## src/rtl/rv_logic_pkg.sv

```systemverilog
// Shared types for the iterative RV64 bitwise logic unit.
package rv_logic_pkg;

   typedef enum logic [1:0] {
      LOP_XOR  = 2'b00,
      LOP_OR   = 2'b01,
      LOP_AND  = 2'b10,
      LOP_XNOR = 2'b11
   } logic_op_t;

   typedef enum logic [1:0] {
      IDLE = 2'b00,
      BUSY = 2'b01,
      DONE = 2'b10
   } liu_state_t;

endpackage : rv_logic_pkg

```

## src/rtl/logic_slice.sv

```systemverilog
// Combinational bitwise function f(op, a, b) on a W-bit slice.
module logic_slice
   import rv_logic_pkg::*;
#(
   parameter int unsigned W = 16
) (
   input  logic [1:0]   i_op,
   input  logic [W-1:0] i_a,
   input  logic [W-1:0] i_b,
   output logic [W-1:0] o_y_c
);

   logic_op_t w_op;

   assign w_op = logic_op_t'(i_op);

   always_comb begin
      o_y_c = '0;
      unique case (w_op)
         LOP_XOR:  o_y_c = i_a ^ i_b;
         LOP_OR:   o_y_c = i_a | i_b;
         LOP_AND:  o_y_c = i_a & i_b;
         LOP_XNOR: o_y_c = ~(i_a ^ i_b);
      endcase
   end

endmodule : logic_slice

```

## src/rtl/logic_unit_iter.sv

```systemverilog
// Multi-cycle bitwise logic unit: one SLICE-wide chunk per cycle, LSB chunk first,
// with valid/ready handshakes on request and result sides.
module logic_unit_iter
   import rv_logic_pkg::*;
#(
   parameter int unsigned XLEN  = 64,
   parameter int unsigned SLICE = 16
) (
   input  logic            clk,
   input  logic            rst_n,
   input  logic            in_valid,
   output logic            in_ready,
   input  logic [XLEN-1:0] a,
   input  logic [XLEN-1:0] b,
   input  logic [1:0]      op,
   output logic            out_valid,
   input  logic            out_ready,
   output logic [XLEN-1:0] s
);

   localparam int unsigned NSLICE = XLEN / SLICE;
   localparam int unsigned CNT_W  = (NSLICE > 1) ? $clog2(NSLICE) : 1;
   localparam logic [CNT_W-1:0] CNT_LAST = CNT_W'(NSLICE - 1);

   generate
      if ((XLEN % SLICE) != 0) begin : g_bad_slice
         $error("logic_unit_iter: XLEN must be a multiple of SLICE");
      end
   endgenerate

   liu_state_t       r_state;
   liu_state_t       w_state_nxt;
   logic             w_accept;
   logic             w_step;
   logic [CNT_W-1:0] r_cnt;
   logic [XLEN-1:0]  r_a;
   logic [XLEN-1:0]  r_b;
   logic_op_t        r_op;
   logic [XLEN-1:0]  r_s;
   logic [31:0]      w_shamt;
   logic [SLICE-1:0] w_a_sl;
   logic [SLICE-1:0] w_b_sl;
   logic [SLICE-1:0] w_y_sl;
   logic [XLEN-1:0]  w_slot_mask;
   logic [XLEN-1:0]  w_s_nxt;

   // Current chunk selected by bit offset cnt*SLICE.
   assign w_shamt     = 32'(r_cnt) * 32'(SLICE);
   assign w_a_sl      = SLICE'(r_a >> w_shamt);
   assign w_b_sl      = SLICE'(r_b >> w_shamt);
   assign w_slot_mask = XLEN'({SLICE{1'b1}}) << w_shamt;
   assign w_s_nxt     = (r_s & ~w_slot_mask) | (XLEN'(w_y_sl) << w_shamt);

   logic_slice #(
      .W (SLICE)
   ) u_slice (
      .i_op  (r_op),
      .i_a   (w_a_sl),
      .i_b   (w_b_sl),
      .o_y_c (w_y_sl)
   );

   always_ff @(posedge clk or negedge rst_n) begin
      if (!rst_n) begin
         r_state <= IDLE;
      end else begin
         r_state <= w_state_nxt;
      end
   end

   always_comb begin
      w_state_nxt = r_state;
      w_accept    = 1'b0;
      w_step      = 1'b0;
      case (r_state)
         IDLE: begin
            if (in_valid) begin
               w_accept    = 1'b1;
               w_state_nxt = BUSY;
            end
         end
         BUSY: begin
            w_step = 1'b1;
            if (r_cnt == CNT_LAST) begin
               w_state_nxt = DONE;
            end
         end
         DONE: begin
            if (out_ready) begin
               w_state_nxt = IDLE;
            end
         end
         default: w_state_nxt = IDLE;
      endcase
   end

   // Operands are only sampled on the accept strobe, so input noise elsewhere is harmless.
   always_ff @(posedge clk or negedge rst_n) begin
      if (!rst_n) begin
         r_cnt <= '0;
         r_a   <= '0;
         r_b   <= '0;
         r_op  <= LOP_XOR;
         r_s   <= '0;
      end else if (w_accept) begin
         r_cnt <= '0;
         r_a   <= a;
         r_b   <= b;
         r_op  <= logic_op_t'(op);
         r_s   <= '0;
      end else if (w_step) begin
         r_s   <= w_s_nxt;
         r_cnt <= (r_cnt == CNT_LAST) ? '0 : r_cnt + CNT_W'(1);
      end
   end

   assign in_ready  = (r_state == IDLE);
   assign out_valid = (r_state == DONE);
   assign s         = r_s;

endmodule : logic_unit_iter

```

## config.mk

```make
export PLATFORM = sky130hd
export DESIGN_NAME = logic_unit_iter
export DESIGN_NICKNAME = d
export VERILOG_FILES = /design/src/rtl/rv_logic_pkg.sv /design/src/rtl/logic_slice.sv /design/src/rtl/logic_unit_iter.sv
export SDC_FILE = /design/constraint.sdc
export NUM_CORES = 1
export LEC_CHECK = 0
export CAP_MARGIN = 5
export CORE_MARGIN = 1.5
export CORE_UTILIZATION = 30
export DETAILED_ROUTE_END_ITERATION = 12
export MAX_ROUTING_LAYER = met4
export SETUP_SLACK_MARGIN = 0.3
export SLEW_MARGIN = 30
export SYNTH_ARGS = -nofsm -noshare
export SYNTH_HDL_FRONTEND = slang
export SYNTH_HIERARCHICAL = 1
export SYNTH_SLANG_ARGS = --single-unit
```

## constraint.sdc

```tcl
create_clock -name clk -period 5.4 [get_ports clk]
set_clock_uncertainty 0.15 [all_clocks]
set_input_delay 1.08 -clock clk [delete_from_list [all_inputs] [get_ports clk]]
set_output_delay 1.08 -clock clk [all_outputs]
set_load 0.1 [all_outputs]
```

* Word level (Yosys, flattened, before mapping)
Index checks and enable logic that the tools add are counted. W data, S select, Z words.
Word-level totals: bits in registers 198, bits of input ports 134, output and inout bits 66, word-level logic and storage cells 44
Operators by class: $add $sub $neg 1, equality and inequality tests 9, shift-type cells 4, muxes and demuxes 13, bitwise logic cells 7, reduce and logical (&&, ||, !) cells 4
Operators with widths (number):
- $mux W64 | 2
- $shr A64 B6 Y16 | 2
- $and A64 B64 Y64 | 1
- $not A64 Y64 | 1
- $or A64 B64 Y64 | 1
- $pmux W16 S4 | 1
- $shl A16 B6 Y64 | 1
- $shl A16 B6 Y64 const A | 1
- $and A16 B16 Y16 | 1
- $not A16 Y16 | 1
- $or A16 B16 Y16 | 1
- $xor A16 B16 Y16 | 1
- $mux W2 | 6
- $eq A2 B2 Y1 const B | 4
- $pmux W2 S3 | 1
- $eq A2 B1 Y1 const B | 2
- $logic_not A2 Y1 | 2
- $ne A2 B2 Y1 const B | 2
- $mux W1 | 3
- $reduce_and A3 Y1 | 1
- $add A2 B1 Y2 const B | 1
- $ne A2 B1 Y1 const B | 1
- $reduce_bool A2 Y1 | 1

* Depth between registers and ports, before layout
Gate-level depths: netlist (run 1).
depth after elaboration 8, gate-level depth with buffers 8, mapped depth without buffers 6

* Modules after synthesis
Netlist (run 1), hierarchy kept.
By module, submodules not included:
- logic_unit_iter | instances 1, cells an instance 490, area each 8663.3 sq um, sequential area each 4954.8 sq um
- logic_slice | instances 1, cells an instance 118, area each 1137.3 sq um, sequential area each 0.0 sq um

* Least setup slack after synthesis (run 1)
OpenSTA, ideal clock, no wires.
path kind reg2out, from register r_state[0], to output port out_valid, data arrival time 1861 ps, slack 2309 ps, cell stages (with the launch flop) 3, cells stage by stage dfrtp_1 > buf_6 > nor2b_1
Between the ends: word-level cells in the longest chain between the ends 1
Ends and longest elaborated chain:
- start, declared | line logic_unit_iter.sv:31 | liu_state_t r_state;
- start signal, assigned | line logic_unit_iter.sv:67 | r_state <= w_state_nxt;
- $eq A2 B2 Y1 | line logic_unit_iter.sv:118 | assign out_valid = (r_state == DONE);
- end, declared | line logic_unit_iter.sv:16 | output logic out_valid,
No other way between the ends.

* Worst setup path in the final report (run 1)
from register r_state[1], to output port out_valid
The elaborated chain is that of the path after synthesis.

==> flow_metrics.py, run 1 <==
metrics = {
    "global_routing": {
        "grt_max_degree": 111,
        "grt_overflow": 0,
        "grt_usage": 0.1501,
        "grt_pass1_vias": 5806,
        "antenna_found_initial": 0,
        "grt_pass1_wl_um": 36430,
    },
    "clocking": {
        "cts_max_level": 4,
        "clockBufferDepth": 2,
        "cts-resized-gates": 0,
        "clkSinkCount": 198,
        "cts_root_buf": "clkbuf_16",
        "post-cts-setup-buffers": 0,
        "path_clk_slew_ns": 0.07,
        "tritoncts": "done",
        "ctsHoldBuffers": 0,
        "cts_buffers": 17,
        "insertion_delay_ns": 0.44,
    },
    "setup_path": {
        "critical_path_required_ns": 4.17,
        "worstPathCellList": "nor2b_1, clkdlybuf4s50_1",
        "rr_startpoint": "r_cnt[0]",
        "critPathSlowestCell": "clkdlybuf4s50_1",
        "worst-path-max-fanout": 10,
        "crit_path_start": "r_state[1]",
        "worstReg2RegEnd": "s[41]",
        "timing.critical_path.to": "out_valid",
        "crit_type": "reg -> out",
        "critical_path.max_stage_delay_ns": 1.17,
        "ff2ff_setup_slack_ns": 2.11,
        "cp.arrival_ns": 2.37,
        "worst_r2r_path_depth": 7,
        "cp-end-kind": "primary output",
        "critPathLaunchType": "flop",
    },
    "logic_synthesis": {
        "synth-async-reset-ratio": 1.000,
        "synthFlopType": "dfrtp_1",
        "ys_seq_elements": 198,
        "yosys-top-cells-area": "dfrtp_1, mux2_4, mux4_2, a22o_1, ha_1",
        "seq_area_frac_synth": 0.5056,
        "syn_avg_cell_area_um2": 16.12,
        "syn-num-nets": 778,
        "synth_cell_types": 27,
        "syn-cell-area_um2": 9801,
        "yosysWarningCount": 6,
        "synth_cells": 608,
        "synth_top_area_share": 0.5056,
        "synth_enable_flop_cells": 0,
        "synth_top_cell_by_area": "dfrtp_1",
    },
    "sta": {
        "maxSlewHeadroom": 0.3183,
        "period_share": 0.6674,
        "setup_viol": 0,
        "tightest_slew_ns": 1.019,
        "slew_violations": 0,
        "rsz0062_at_grt": "no",
        "final.setup.tns_ns": 0,
        "hold_viol": 0,
        "fmax_ghz": 0.2775,
        "fin_crit_ns": 3.604,
    },
    "final_layout": {
        "final_common_cell": "clkdlybuf4s50_1",
        "fillerInstances": 3077,
        "syn2layout_area_growth_pct": 28.64,
        "drive_above_1_share": 0.2811,
        "final_nets": 962,
        "n_antenna_cell": 0,
        "final_cell_mix": "clkdlybuf4s50_1, dfrtp_1, mux2_4",
    },
    "run_status": {
        "status": "finished, final reports clean",
    },
    "placement": {
        "gp_congestion": 0.7417,
        "dp.final_hpwl_um": 17310,
        "io_buffer_count": 199,
    },
    "route": {
        "drc": 0,
        "first_pass_iters": 6,
        "wl_per_cell_um": 19.09,
        "wl_um": 23790,
        "ant_nets": 0,
        "vias_per_cell": 4.498,
        "drtIter0Drc": 277,
        "vias": 5604,
    },
    "die": {
        "fp-row-count": 66,
        "die_x_um": 183.7,
        "dieArea_um2": 33760,
        "core_um2": 32370,
        "ioPinCount": 200,
        "die_h_um": 183.7,
        "initial_core_util": 0.3028,
    },
    "worst_hold_path": {
        "worstHoldPathType": "reg -> reg",
    },
    "flow_run": {
        "maxCapViolCount": 0,
    },
}
[sequential cells by signal, indices dropped and copies added, names as in the netlist]
register / flops
s: 64
r_b: 64
r_state: 2
r_cnt: 2
r_a: 64
r_op: 2
[worst min path at each step]
stage,from,to,cells past startpoint,slack [ns]
after detailed placement,r_b[6],r_b[6],1,0.34
after floorplan,r_op[0],r_op[0],1,0.33
after global placement,s[40],s[40],1,0.33
after CTS,s[18],s[18],1,0.36
after global routing,s[18],s[18],1,0.36
final,s[15],s[15],1,0.35
[layer usage]
metal | wire length (um) | track usage
met5 | 0 | -
met4 | 191 | 0.03246
met3 | 1206 | 0.03249
met2 | 10740 | 0.2156
met1 | 11650 | 0.2163
[logic make-up (layout without fill, tap and decap cells)]
family,after synthesis,after routing,synth area share
compound gates,73,73,0.06345
fa+ha+maj,36,36,0.04596
buf+inv,75,271,0.05668
flops,198,198,0.5056
mux,210,210,0.3176
simple gates,16,16,0.01072
[stage by stage]
stage	cell area, um2	worst slack [ns]	util	hold slack, ns	cells
2_1_floorplan	9801	2.309	-	0.3252	608
3_3_place_gp	12000	1.791	0.3708	0.3338	1215
3_5_place_dp	12000	1.779	0.3707	0.3389	1215
4_1_cts	12600	1.755	0.3893	0.3599	1246
5_1_grt	12610	1.714	0.3895	0.3628	1246
6_report	12610	1.796	0.3895	0.3543	1246
[cells in the mapped netlist, types with 2 or more instances]
| master | n |
|---|---|
| nand2b_1 | 2 |
| buf_4 | 2 |
| buf_6 | 5 |
| mux2_4 | 114 |
| buf_2 | 18 |
| a21o_1 | 4 |
| a22o_1 | 65 |
| clkbuf_1 | 2 |
| mux2_2 | 32 |
| mux4_2 | 32 |
| mux2i_1 | 32 |
| dfrtp_1 | 198 |
| ha_1 | 36 |
| buf_12 | 12 |
| and3_1 | 2 |
| inv_1 | 34 |
| nand2_1 | 5 |
| nor2_4 | 2 |
| o21ai_0 | 2 |
| nor2b_1 | 2 |
[worst max-delay path, delay by kind of cell, from the launching register on]
kind | cells | cell delay, ns
buffers and inverters | 1 | 1.17
DFF | 1 | 0.52
and+or+nand+nor | 1 | 0.25
[final cells by class]
cell class / instances / area, um2 / area share
timing repair buffer: 206 / 2069 / 0.1642
tap: 442 / 553.0 / 0.04387
inverter: 34 / 127.6 / 0.01012
sequential: 198 / 4965 / 0.3938
clock inverter: 13 / 172.7 / 0.01370
multi-input combinational: 335 / 4290 / 0.3403
clock buffer: 18 / 429.2 / 0.03404
Power of run 1 is left out: the tool's default activity adds up to more than one toggle a clock period on the data nets, which glitch-free logic cannot reach.
==> run 2, diff against run 1 <==
Clock period 5.4 ns to 3.35 ns, I/O delays scaled along.
==> run 2 against run 1 <==
  * The flow now finishes with violations (design-rule violations)
  * Cell count grew 0.96%
  * Flip-flop and latch count is the same
  * Core utilization fell by 0.13 points
==> flow_metrics.py, run 2 (synthesis results as in run 1) <==
metrics = {
    "run_status": {
        "status": "complete, but fails checks",
        "failed_checks": "design-rule violations",
    },
    "placement": {
        "gp_congestion": 0.7615,
        "io_buffer_count": 199,
        "dp.final_hpwl_um": 18220,
        "place_ws_ns": 0.5153,
    },
    "global_routing": {
        "gr-usage-met3": 0.02912,
        "top_usage_layer": "met2",
        "grt_pass1_vias": 5882,
        "grt_overflow": 0,
        "grt_pass1_wl_um": 37270,
        "antenna_found_initial": 0,
        "grt_use_met2": 0.2305,
        "grt_max_degree": 78,
        "grt_usage": 0.1533,
        "grt_use_met1": 0.2154,
    },
    "final_layout": {
        "final_common_cell": "dfrtp_1",
        "drive_above_1_share": 0.3701,
        "multiInputGateArea_um2": 4290,
        "n_antenna_cell": 0,
        "fillerInstances": 3080,
        "syn2layout_area_growth_pct": 28.21,
        "final_nets": 974,
        "final_cell_mix": "dfrtp_1, clkdlybuf4s50_1, mux2_4",
        "ff_latch_area_um2": 4959,
    },
    "flow_run": {
        "maxCapViolCount": 0,
    },
    "route": {
        "first_pass_iters": 8,
        "vias_per_cell": 4.572,
        "drc": 1,
        "drtIter0Drc": 262,
        "wl_per_cell_um": 19.44,
        "vias": 5752,
        "ant_nets": 0,
        "wl_um": 24460,
    },
    "die": {
        "dieArea_um2": 33760,
        "die_x_um": 183.7,
        "initial_core_util": 0.3028,
        "core_um2": 32370,
        "die_h_um": 183.7,
        "fp-row-count": 66,
        "ioPinCount": 200,
    },
    "clocking": {
        "clkSinkCount": 198,
        "path_clk_slew_ns": 0.08,
        "cts_max_level": 4,
        "clockBufferDepth": 2,
        "ctsHoldBuffers": 0,
        "post-cts-setup-buffers": 0,
        "cts_buffers": 17,
        "insertion_delay_ns": 0.43,
        "tritoncts": "done",
        "cts-resized-gates": 0,
        "cts_root_buf": "clkbuf_16",
    },
    "setup_path": {
        "cp-end-kind": "flop",
        "rr_startpoint": "r_cnt[0]",
        "worst-path-max-fanout": 24,
        "critical_path.max_stage_delay_ns": 0.59,
        "critical_path_required_ns": 3.57,
        "crit_path_start": "r_cnt[0]",
        "critPathSlowestCell": "mux4_2",
        "worst_r2r_path_depth": 7,
        "crit_type": "reg -> reg",
        "critPathLaunchType": "flop",
        "worstPathCellList": "buf_12, mux4_2, inv_1, ha_1, mux2_4, mux2i_1, a22o_1",
        "cp.arrival_ns": 3.03,
    },
    "sta": {
        "hold_viol": 0,
        "final.setup.tns_ns": 0,
        "fin_ws_ns": 0.5397,
        "rsz0062_at_grt": "no",
        "slew_violations": 0,
        "fin_crit_ns": 2.810,
        "tightest_slew_ns": 0.8188,
        "setup_viol": 0,
        "maxSlewHeadroom": 0.4542,
        "fmax_ghz": 0.3558,
        "period_share": 0.8389,
    },
    "worst_hold_path": {
        "worstHoldPathType": "in -> async",
    },
}
[run 2: cell types whose count changed in the layout (fill, tap and decap cells not counted), moves of 2 or more]
cell,before,now
buf_4,5,79
clkdlybuf4s50_1,197,132
buf_12,2,6
clkbuf_8,0,2
dfrtp_4,2,0
[run 2: final cells by class]
class                   count  share of cell area
multi-input cells         335              0.3414
clock buffers              19             0.03525
inverters                  34             0.01016
repair buffers            218              0.1630
flip-flops and latches    198              0.3946
clock inverters            12             0.01155
well taps                 442             0.04401
[run 2: final timing paths]
check	to	slack [ns]
max in group asynchronous	r_b[19]	2.12
worst max register to register	s[47]	0.54
worst max-delay path	s[47]	0.54
min in group clk	r_b[10]	0.35
worst min register to register	r_b[10]	0.35
worst min-delay path	r_b[9]	0.12
[run 2: critical path: cells and delay by family, from the launching register on]
| kind | cells | cell delay, ns |
|---|---|---|
| adders and majority gates | 1 | 0.23 |
| buffers and inverters | 2 | 0.34 |
| AOI/OAI and AO/OA | 1 | 0.22 |
| muxes | 3 | 1.28 |
| DFF | 1 | 0.49 |
[run 2: metal layers]
metal	vias to the layer above	wire length [um]	share of wire
met5	-	0	0
met4	0	151	0.0062
met3	10	1183	0.048
met2	177	11440	0.47
met1	2950	11680	0.48
li1	2615	-	-
[run 2: metrics by stage]
stage | area, um2 | instances | hold slack, ns | utilization
finish | 12570 | 1258 | 0.1219 | 0.3882
global route | 12570 | 1258 | 0.1446 | 0.3882
CTS | 12570 | 1258 | 0.1469 | 0.3882
detailed placement | 11980 | 1227 | 0.3389 | 0.3700
global placement | 11980 | 1227 | 0.3357 | 0.3700
floorplan | 9801 | 608 | 0.2244 | -
Power of run 2 is left out for the same reason.
==> run 3, diff against run 2 <==
Clock period 3.35 ns to 2.4 ns, I/O delays scaled along.
==> run 3 against run 2 <==
  * The run ends with negative setup slack left
  * Cell count grew 2.1%
  * Flip-flop and latch count is the same
  * Sequential share of layout area shrank 2.4 points
  * Non-clock buffer count grew 23
  * Critical endpoint is now s[37]
  * Largest cell class unchanged
==> flow_metrics.py, run 3 (synthesis results as in run 1) <==
metrics = {
    "die": {
        "ioPinCount": 200,
        "die_x_um": 183.7,
        "core_um2": 32370,
        "die_h_um": 183.7,
        "initial_core_util": 0.3028,
        "fp-row-count": 66,
        "dieArea_um2": 33760,
    },
    "global_routing": {
        "grt_usage": 0.1583,
        "antenna_found_initial": 1,
        "grt_max_degree": 63,
        "grt_overflow": 0,
        "grt_pass1_vias": 6144,
        "grt_pass1_wl_um": 38440,
    },
    "sta": {
        "rsz0062_at_grt": "yes",
        "tightest_slew_ns": 0.6778,
        "fmax_ghz": 0.4053,
        "period_share": 1.028,
        "slew_violations": 0,
        "maxSlewHeadroom": 0.5481,
        "fin_crit_ns": 2.467,
        "setup_viol": 50,
        "hold_viol": 0,
        "fin_ws_ns": -0.06716,
    },
    "route": {
        "ant_nets": 0,
        "met2RoutedLength_um": 12140,
        "vias_per_cell": 4.558,
        "first_pass_iters": 4,
        "wl_per_cell_um": 19.92,
        "vias": 5852,
        "dr_wl_met3_um": 1383,
        "maxUsedRoutingLayer": "met4",
        "drc": 0,
        "wl_um": 25570,
        "drtIter0Drc": 289,
        "wl_met1_um": 11790,
    },
    "run_status": {
        "status": "complete, but fails checks",
        "failed_checks": "negative setup slack",
    },
    "final_layout": {
        "final_cell_mix": "dfrtp_1, clkdlybuf4s50_1, mux2_4",
        "drive_above_1_share": 0.4583,
        "final_common_cell": "dfrtp_1",
        "fillerInstances": 2986,
        "final_nets": 997,
        "final_core_util": 0.4136,
        "syn2layout_area_growth_pct": 36.61,
    },
    "clocking": {
        "cts_max_level": 4,
        "insertion_delay_ns": 0.43,
        "tritoncts": "done",
        "path_clk_slew_ns": 0.08,
        "clockBufferDepth": 2,
        "cts_root_buf": "clkbuf_16",
        "clkSinkCount": 198,
        "cts_buffers": 17,
    },
    "setup_path": {
        "crit_type": "reg -> reg",
        "rr_startpoint": "r_cnt[0]",
        "cp-end-kind": "flop",
        "cp.arrival_ns": 2.70,
        "critPathLaunchType": "flop",
        "critical_path_required_ns": 2.63,
        "worstReg2RegEnd": "s[37]",
        "ff2ff_setup_slack_ns": -0.07,
        "worst_r2r_path_depth": 8,
        "worst-path-max-fanout": 9,
    },
    "worst_hold_path": {
        "worstHoldPathType": "reg -> reg",
        "min_to": "r_b[39]",
        "hold_depth": 1,
        "worstHoldStart": "r_b[39]",
    },
    "placement": {
        "dp.final_hpwl_um": 18540,
        "io_buffer_count": 199,
        "gp_congestion": 0.7396,
    },
    "flow_run": {
        "maxCapViolCount": 0,
    },
}
-- run 3: changes by cell type in the layout (fill, tap and decap cells not counted), moves of 3 or more --
| cell | change |
|---|---|
| mux2i_1 | -18 |
| inv_1 | -23 |
| mux2i_4 | +13 |
| mux2i_2 | +5 |
| inv_6 | +3 |
| buf_12 | +12 |
| clkinvlp_4 | -3 |
| clkbuf_16 | +3 |
| ha_4 | +16 |
| ha_1 | -16 |
| buf_6 | +3 |
| inv_2 | +23 |
| clkinv_8 | +3 |
| buf_4 | +4 |
-- run 3: critical path, cell delays in order, from the launching register on --
cell and delay (ns):
dfrtp_2 0.37, buf_4 0.15, clkbuf_16 0.19, mux4_2 0.59, inv_2 0.11, ha_4 0.20, mux2_4 0.26, mux2i_4 0.21
a22o_1 0.17
-- run 3: metrics by stage --
step	setup TNS [ns]	worst slack (ns)	instances	instance area, um2	hold slack [ns]
global route	-6.507	-0.1437	1283	13390	0.3654
floorplan	0	0.06262	608	10020	0.03441
finish	-1.444	-0.06716	1284	13390	0.3595
CTS	-1.049	-0.07673	1277	13270	0.3578
global placement	-1.196	-0.1580	1243	12400	0.3334
detailed placement	-2.172	-0.2078	1243	12400	0.3379
-- run 3: how the worst max path moves through the flow --
stage                     endpoint  slack, ns  startpoint
after floorplan              s[44]       0.06    r_cnt[0]
after global placement       s[45]      -0.16    r_cnt[0]
after detailed placement     s[45]      -0.21    r_cnt[0]
after CTS                    s[43]      -0.08    r_cnt[0]
after global routing         s[34]      -0.14    r_cnt[0]
final                        s[37]      -0.07    r_cnt[0]
-- run 3: area by class of cell --
cell class | instances | area, um2 | area share
Sequential cell | 198 | 4961 | 0.3705
Clock inverter | 14 | 188.9 | 0.01411
Antenna cell | 2 | 5.005 | 0.0003738
Multi-Input combinational cell | 335 | 4687 | 0.3501
Tap cell | 442 | 553.0 | 0.04130
Clock buffer | 18 | 429.2 | 0.03205
Timing Repair Buffer | 241 | 2437 | 0.1820
Inverter | 34 | 127.6 | 0.009532
-- run 3: repair_timing --
item / in CTS / in global routing
resized for setup: 42 / 9
endpoints found under the hold margin: 57 / 0
setup buffers: 1 / 2
endpoints found under the setup margin: 65 / 64
hold buffers: 1 / 0
cloned: 0 / 3
pin swaps: 0 / 17
-- run 3: layer usage --
layer | GRT usage | up-vias
met5 | - | -
met4 | 0.04000 | 0
met3 | 0.03566 | 11
met2 | 0.2411 | 160
met1 | 0.2134 | 3002
li1 | - | 2679
Power of run 3 is left out for the same reason.
